`config.mk`:
```
export PLATFORM = sky130hd
export DESIGN_NAME = shake_squeeze_streamer
export DESIGN_NICKNAME = d
export VERILOG_FILES = /design/src/rtl/shake_squeeze_streamer.sv
export SDC_FILE = /design/constraint.sdc
export NUM_CORES = 2
export LEC_CHECK = 0
export ABC_AREA = 1
export CAP_MARGIN = 20
export CORE_AREA = 4 4 463 465
export CTS_CLUSTER_DIAMETER = 40
export DETAILED_ROUTE_END_ITERATION = 12
export DIE_AREA = 0 0 467 469
export PLACE_DENSITY_LB_ADDON = 0.2
export SLEW_MARGIN = 20
export SYNTH_ARGS = -nofsm -noshare
export SYNTH_HDL_FRONTEND = slang
export SYNTH_SLANG_ARGS = --single-unit
```
`constraint.sdc`:
```
create_clock -name i_clock -period 56.7 [get_ports i_clock]
set_input_delay 5.67 -clock i_clock [delete_from_list [all_inputs] [get_ports i_clock]]
set_output_delay 5.67 -clock i_clock [all_outputs]
set_load 0.02 [all_outputs]
```
`src/rtl/shake_squeeze_streamer.sv`:
```
// SHAKE256 squeeze-side streamer: snapshots the 1088-bit rate, emits 64-bit words over valid/ready, requests extra permutations for XOF output.
// Optional SQUEEZE_KEEP_EN adds o_dout_keep (raw dout); without it unused bytes of the final word are zeroed.
module shake_squeeze_streamer #(
    parameter int WORD_W    = 64,
    parameter int RATE_BITS = 1088,
    parameter int LEN_W     = 16
) (
    input  logic                 i_clock,
    input  logic                 i_reset,
    input  logic                 i_start,
    input  logic [LEN_W-1:0]     i_out_len,
    input  logic                 i_squeeze,
    input  logic [RATE_BITS-1:0] i_state_rate,
    input  logic                 i_perm_done,
    output logic                 o_perm_req,
    output logic [WORD_W-1:0]    o_dout,
    output logic                 o_dout_valid,
    input  logic                 i_dout_ready,
    output logic                 o_dout_last,
    output logic                 o_busy,
    output logic                 o_done
`ifdef SQUEEZE_KEEP_EN
   ,output logic [7:0]           o_dout_keep
`endif
);

    // state     | meaning
    // IDLE      | waiting for start
    // WAIT_SQ   | request latched, waiting for squeeze to snapshot the rate
    // STREAM    | presenting snapshot words on dout
    // PERM_WAIT | block exhausted, waiting for the extra permutation
    // DONE      | one-cycle completion pulse
    typedef enum logic [2:0] {
        S_IDLE      = 3'd0,
        S_WAIT_SQ   = 3'd1,
        S_STREAM    = 3'd2,
        S_PERM_WAIT = 3'd3,
        S_DONE      = 3'd4
    } state_t;

    localparam int             RATE_WORDS = RATE_BITS / WORD_W;
    localparam logic [4:0]     LAST_IDX   = 5'(RATE_WORDS - 1);
    localparam logic [LEN_W-1:0] BPW      = LEN_W'(WORD_W / 8);

    state_t                 r_state, w_state_nx;
    logic [LEN_W-1:0]       r_rem, w_rem_nx, w_rem_dec, w_sel_rem;
    logic [4:0]             r_idx, w_idx_nx, w_sel_idx;
    logic [RATE_BITS-1:0]   r_snap;
    logic [WORD_W-1:0]      r_dout, w_dout_nx, w_word;
    logic                   r_valid, w_valid_nx;
    logic                   r_last, w_last_nx;
    logic                   r_perm_req, w_perm_req_nx;
    logic                   w_snap_ld, w_load;
    logic [7:0]             w_sel_keep;
`ifdef SQUEEZE_KEEP_EN
    logic [7:0]             r_keep, w_keep_nx;
`endif

    function automatic logic [7:0] keep_of(input logic [LEN_W-1:0] rem);
        if (rem >= BPW)
            return 8'hFF;
        else
            return 8'hFF >> (4'd8 - rem[3:0]);
    endfunction

    assign w_rem_dec = (r_rem <= BPW) ? '0 : r_rem - BPW;

    always_comb begin
        w_state_nx    = r_state;
        w_rem_nx      = r_rem;
        w_idx_nx      = r_idx;
        w_snap_ld     = 1'b0;
        w_valid_nx    = r_valid;
        w_last_nx     = r_last;
        w_dout_nx     = r_dout;
        w_perm_req_nx = 1'b0;
        w_load        = 1'b0;
        w_sel_idx     = r_idx;
        w_sel_rem     = r_rem;
        w_word        = '0;
        w_sel_keep    = 8'h00;
`ifdef SQUEEZE_KEEP_EN
        w_keep_nx     = r_keep;
`endif
        case (r_state)
            S_IDLE: begin
                if (i_start) begin
                    if (i_out_len == '0) begin
                        w_state_nx = S_DONE;
                    end else begin
                        w_rem_nx   = i_out_len;
                        w_state_nx = S_WAIT_SQ;
                    end
                end
            end
            S_WAIT_SQ: begin
                if (i_squeeze) begin
                    w_snap_ld  = 1'b1;
                    w_idx_nx   = 5'd0;
                    w_state_nx = S_STREAM;
                end
            end
            S_STREAM: begin
                if (!r_valid) begin
                    w_load = 1'b1;
                end else if (i_dout_ready) begin
                    w_rem_nx   = w_rem_dec;
                    w_valid_nx = 1'b0;
                    w_last_nx  = 1'b0;
                    if (r_rem <= BPW) begin
                        w_state_nx = S_DONE;
                    end else if (r_idx == LAST_IDX) begin
                        w_perm_req_nx = 1'b1;
                        w_state_nx    = S_PERM_WAIT;
                    end else begin
                        // Preload the next word on the transfer edge for 1 word/cycle.
                        w_idx_nx  = r_idx + 5'd1;
                        w_sel_idx = r_idx + 5'd1;
                        w_sel_rem = w_rem_dec;
                        w_load    = 1'b1;
                    end
                end
            end
            S_PERM_WAIT: begin
                if (i_perm_done && i_squeeze) begin
                    w_snap_ld  = 1'b1;
                    w_idx_nx   = 5'd0;
                    w_state_nx = S_STREAM;
                end
            end
            S_DONE: begin
                w_state_nx = S_IDLE;
            end
            default: begin
                w_state_nx = S_IDLE;
            end
        endcase

        if (w_load) begin
            w_word     = r_snap[32'(w_sel_idx) * WORD_W +: WORD_W];
            w_sel_keep = keep_of(w_sel_rem);
            w_valid_nx = 1'b1;
            w_last_nx  = (w_sel_rem <= BPW);
`ifdef SQUEEZE_KEEP_EN
            w_keep_nx  = w_sel_keep;
            w_dout_nx  = w_word;
`else
            for (int b = 0; b < WORD_W / 8; b++)
                w_dout_nx[b*8 +: 8] = w_sel_keep[b] ? w_word[b*8 +: 8] : 8'h00;
`endif
        end
    end

    always_ff @(posedge i_clock or posedge i_reset) begin
        if (i_reset) begin
            r_state    <= S_IDLE;
            r_rem      <= '0;
            r_idx      <= '0;
            r_dout     <= '0;
            r_valid    <= 1'b0;
            r_last     <= 1'b0;
            r_perm_req <= 1'b0;
        end else begin
            r_state    <= w_state_nx;
            r_rem      <= w_rem_nx;
            r_idx      <= w_idx_nx;
            r_dout     <= w_dout_nx;
            r_valid    <= w_valid_nx;
            r_last     <= w_last_nx;
            r_perm_req <= w_perm_req_nx;
        end
    end

    always_ff @(posedge i_clock or posedge i_reset) begin
        if (i_reset)
            r_snap <= '0;
        else if (w_snap_ld)
            r_snap <= i_state_rate;
    end

`ifdef SQUEEZE_KEEP_EN
    always_ff @(posedge i_clock or posedge i_reset) begin
        if (i_reset)
            r_keep <= 8'h00;
        else
            r_keep <= w_keep_nx;
    end
    assign o_dout_keep = r_keep;
`endif

    assign o_perm_req   = r_perm_req;
    assign o_dout       = r_dout;
    assign o_dout_valid = r_valid;
    assign o_dout_last  = r_last;
    assign o_busy       = (r_state != S_IDLE);
    assign o_done       = (r_state == S_DONE);

endmodule

```
==> results.toml <==
[route]
num_vias = 49700
route.met2.wl_mm = 125
drcViolationCount = 0
wl_met1_mm = 118
dr_wl_met3_mm = 22.9
ant_nets = 0
first_iter_violations = 3813
vias_per_cell = 4.96
wl_per_cell_um = 27.6
highest_layer = "met5"
routed_wl_mm = 276
drt_pre_antenna_iters = 7

[synthesis]
synth_nets = 6964
synth-seq-cells = 1179
async_reset_ff_share_pct = 100
yosys.area.top_type = "dfrtp_1"
syn_area_per_cell_um2 = 9.69
synth_edf_count = 0
ys_seq_area_share_pct = 52.0
synth_top_area_share_pct = 52.0
synth_cell_types = 42
synth-main-ff-cell = "dfrtp_1"
ys_warn_count = 0
synth_area_um2 = 56700
synthTopCellsByArea = "dfrtp_1 (52%), mux2_2 (19%), nand3_1 (11%)"
syn_inst = 5847

[setup_path]
path_max_fanout = 168
crit_path_max_incr_delay_ps = 910
timing_worst_setup_path_type = "input port to flip-flop"
cpLargestDelayFamily = "buffers and inverters"
critPathArrivalTime_ps = 11070
cpMaxStageDelayCell = "buf_4"
worstPathCellList = "clkdlybuf4s50_1 -> or2_2 -> nand3_4 -> buf_4 -> buf_12 -> buf_12 -> buf_4 -> mux2_2"
required_ps = 57450
cp.depth = 8
r2r_cells = 8
startpoint_type = "input port"
crit_buf_inv = 5
cp-end-kind = "flip-flop"

[layout]
final_area_um2 = 80400
nets = 8066
syn_to_final_growth_pct = 41.9
drive_gt1_share_pct = 21.4
layout_common_cells = "nand2_1 (1250), nand3_1 (1211), dfrtp_1 (1179)"
final_common_cell = "nand2_1"

[placement]
port_buffers = 1178
hpwlAfterDp_mm = 199
routabilityCongestion = 0.895
place_area_um2 = 70900

[clocking]
cts-root-buf = "clkbuf_16"
cts_tree = "done"
clock_latency_ps = 900
cts_inserted_buffers = 276
h-tree-depth = 5
cts.sinks = 1179
post_cts_buffers = 0
cts_repair_resize_count = 0
cts_buffer_depth = 4
clk_pin_slew_ps = 40
cts_hold_buf = 0

[timing]
max-slew-margin-rel_pct = 25.8
tns_ps = 0
max_freq_mhz = 96.9
fin_crit_ps = 10320
rsz0062_at_grt = "no"
finalHoldViolCount = 0
min_period_over_period_pct = 18.2
setup_viol = 0
worstMarginPinSlew_ps = 1110
fin_skew_ps = 80.0
slew_violations = 0

[floorplanning]
die_h_um = 469
start_util_pct = 27.0
num_rows = 168
fp.dieW_um = 467
die_area_um2 = 219000
pin_count = 1179
coreArea_um2 = 210000

[grt]
grt_max_degree = 169
antenna_found_initial = 135
grt_pass1_vias = 50400
grt_remaining_overflow = 0
grt_pass1_wl_mm = 382
track_usage_pct = 24.3

[status]
run_status = "complete, no violations"

[pwr]
leakage_nw = 36.1
power_density_nw_per_um2 = 70.5
vdd_drop_max_mv = 0.0466

[run]
maxCapViolations = 0

[min_path]
holdPathStages = 2
hold_path.class = "flip-flop to flip-flop"
[per-layer routing]
| layer | vias to the layer above | GRT usage [%] |
|---|---|---|
| li1 | 22000 | - |
| met1 | 25100 | 31.9 |
| met2 | 1902 | 38.1 |
| met3 | 512 | 7.56 |
| met4 | 110 | 7.74 |
| met5 | - | 0 |
[through the flow]
stage | power (mW) | utilization [%] | setup slack (ps) | hold slack (ps) | cells
global route | 6.02 | 38.3 | 46250 | 499 | 9979
finish | 5.67 | 38.4 | 46380 | 475 | 10000
detailed placement | 4.07 | 33.8 | 45590 | 466 | 9475
floorplan | 3.02 | - | 17820 | 470 | 5847
global placement | 4.06 | 33.8 | 45620 | 465 | 9475
CTS | 5.73 | 38.3 | 46510 | 480 | 9957
[logic make-up (layout without fill, tap and decap cells)]
logic type	count (synthesis)	count (layout)	share of synthesized area (%)
DFF	1179	1179	52.0
xor gates and xnor gates	7	7	0.121
adders and majority gates	7	7	0.155
AOI/OAI and AO/OA	274	274	2.57
buffers and inverters	716	2022	5.26
and+or+nand+nor	2714	2714	21.0
other	0	52	0
muxes	950	950	18.9
[final cells by class]
cell class | count | area, um^2
fillers | 21000 | 129000
flip-flops and latches | 1179 | 29500
multi-input cells | 3952 | 24300
repair buffers | 1247 | 12500
clock buffers | 352 | 7760
well taps | 2805 | 3510
clock inverters | 130 | 1640
inverters | 293 | 1120
diodes | 52 | 130
[sequential cells by signal, indices dropped and copies added (netlist names)]
register / count
o_dout_last: 1
r_state: 3
r_rem: 16
o_perm_req: 1
o_dout: 64
o_dout_valid: 1
r_idx: 5
r_snap: 1088
[synthesized netlist by cell type (4+ instances only)]
master    number
nand2_1     1256
nand3_1     1212
dfrtp_1     1179
mux2_2       950
inv_1        279
clkbuf_1     208
a21oi_1      201
nor2_1       199
buf_2        178
buf_1         23
o21ai_1       22
o21ai_0       21
inv_2         14
o211ai_1      10
buf_4          9
nand3b_1       9
nand2_2        8
ha_1           7
o22ai_1        7
xor2_1         6
buf_6          5
nand4_1        5
nor2_2         5
nor2_4         4
o221ai_1       4
[worst paths after layout]
path                                        start                      end  slack, ps
max                                   i_perm_done  r_snap[708]$_DFFE_PP0P_      46380
min                        o_dout[54]$_DFFE_PP0P_   o_dout[54]$_DFFE_PP0P_        470
max reg2reg                r_state[1]$_DFFE_PP0P_  r_snap[708]$_DFFE_PP0P_      51120
min reg2reg                o_dout[54]$_DFFE_PP0P_   o_dout[54]$_DFFE_PP0P_        470
max in group asynchronous                 i_reset  r_snap[214]$_DFFE_PP0P_      47510
min in group asynchronous                 i_reset  r_snap[169]$_DFFE_PP0P_       5300
[report_power, final]
group	internal, mW	total, mW	switching (mW)	leakage, nW
Clock	1.10	1.62	0.524	4.58
Combinational	0.878	2.52	1.64	17.7
Sequential	1.27	1.52	0.254	13.8
[worst reg2reg max path: cells and delay by family, from the launching register on]
family                 cells  cell delay (ps)
buffers and inverters      5             3680
AND/OR/NAND/NOR            2              950
flip-flops                 1              350
multiplexers               1              490
Power figures use the tool's default switching activity.
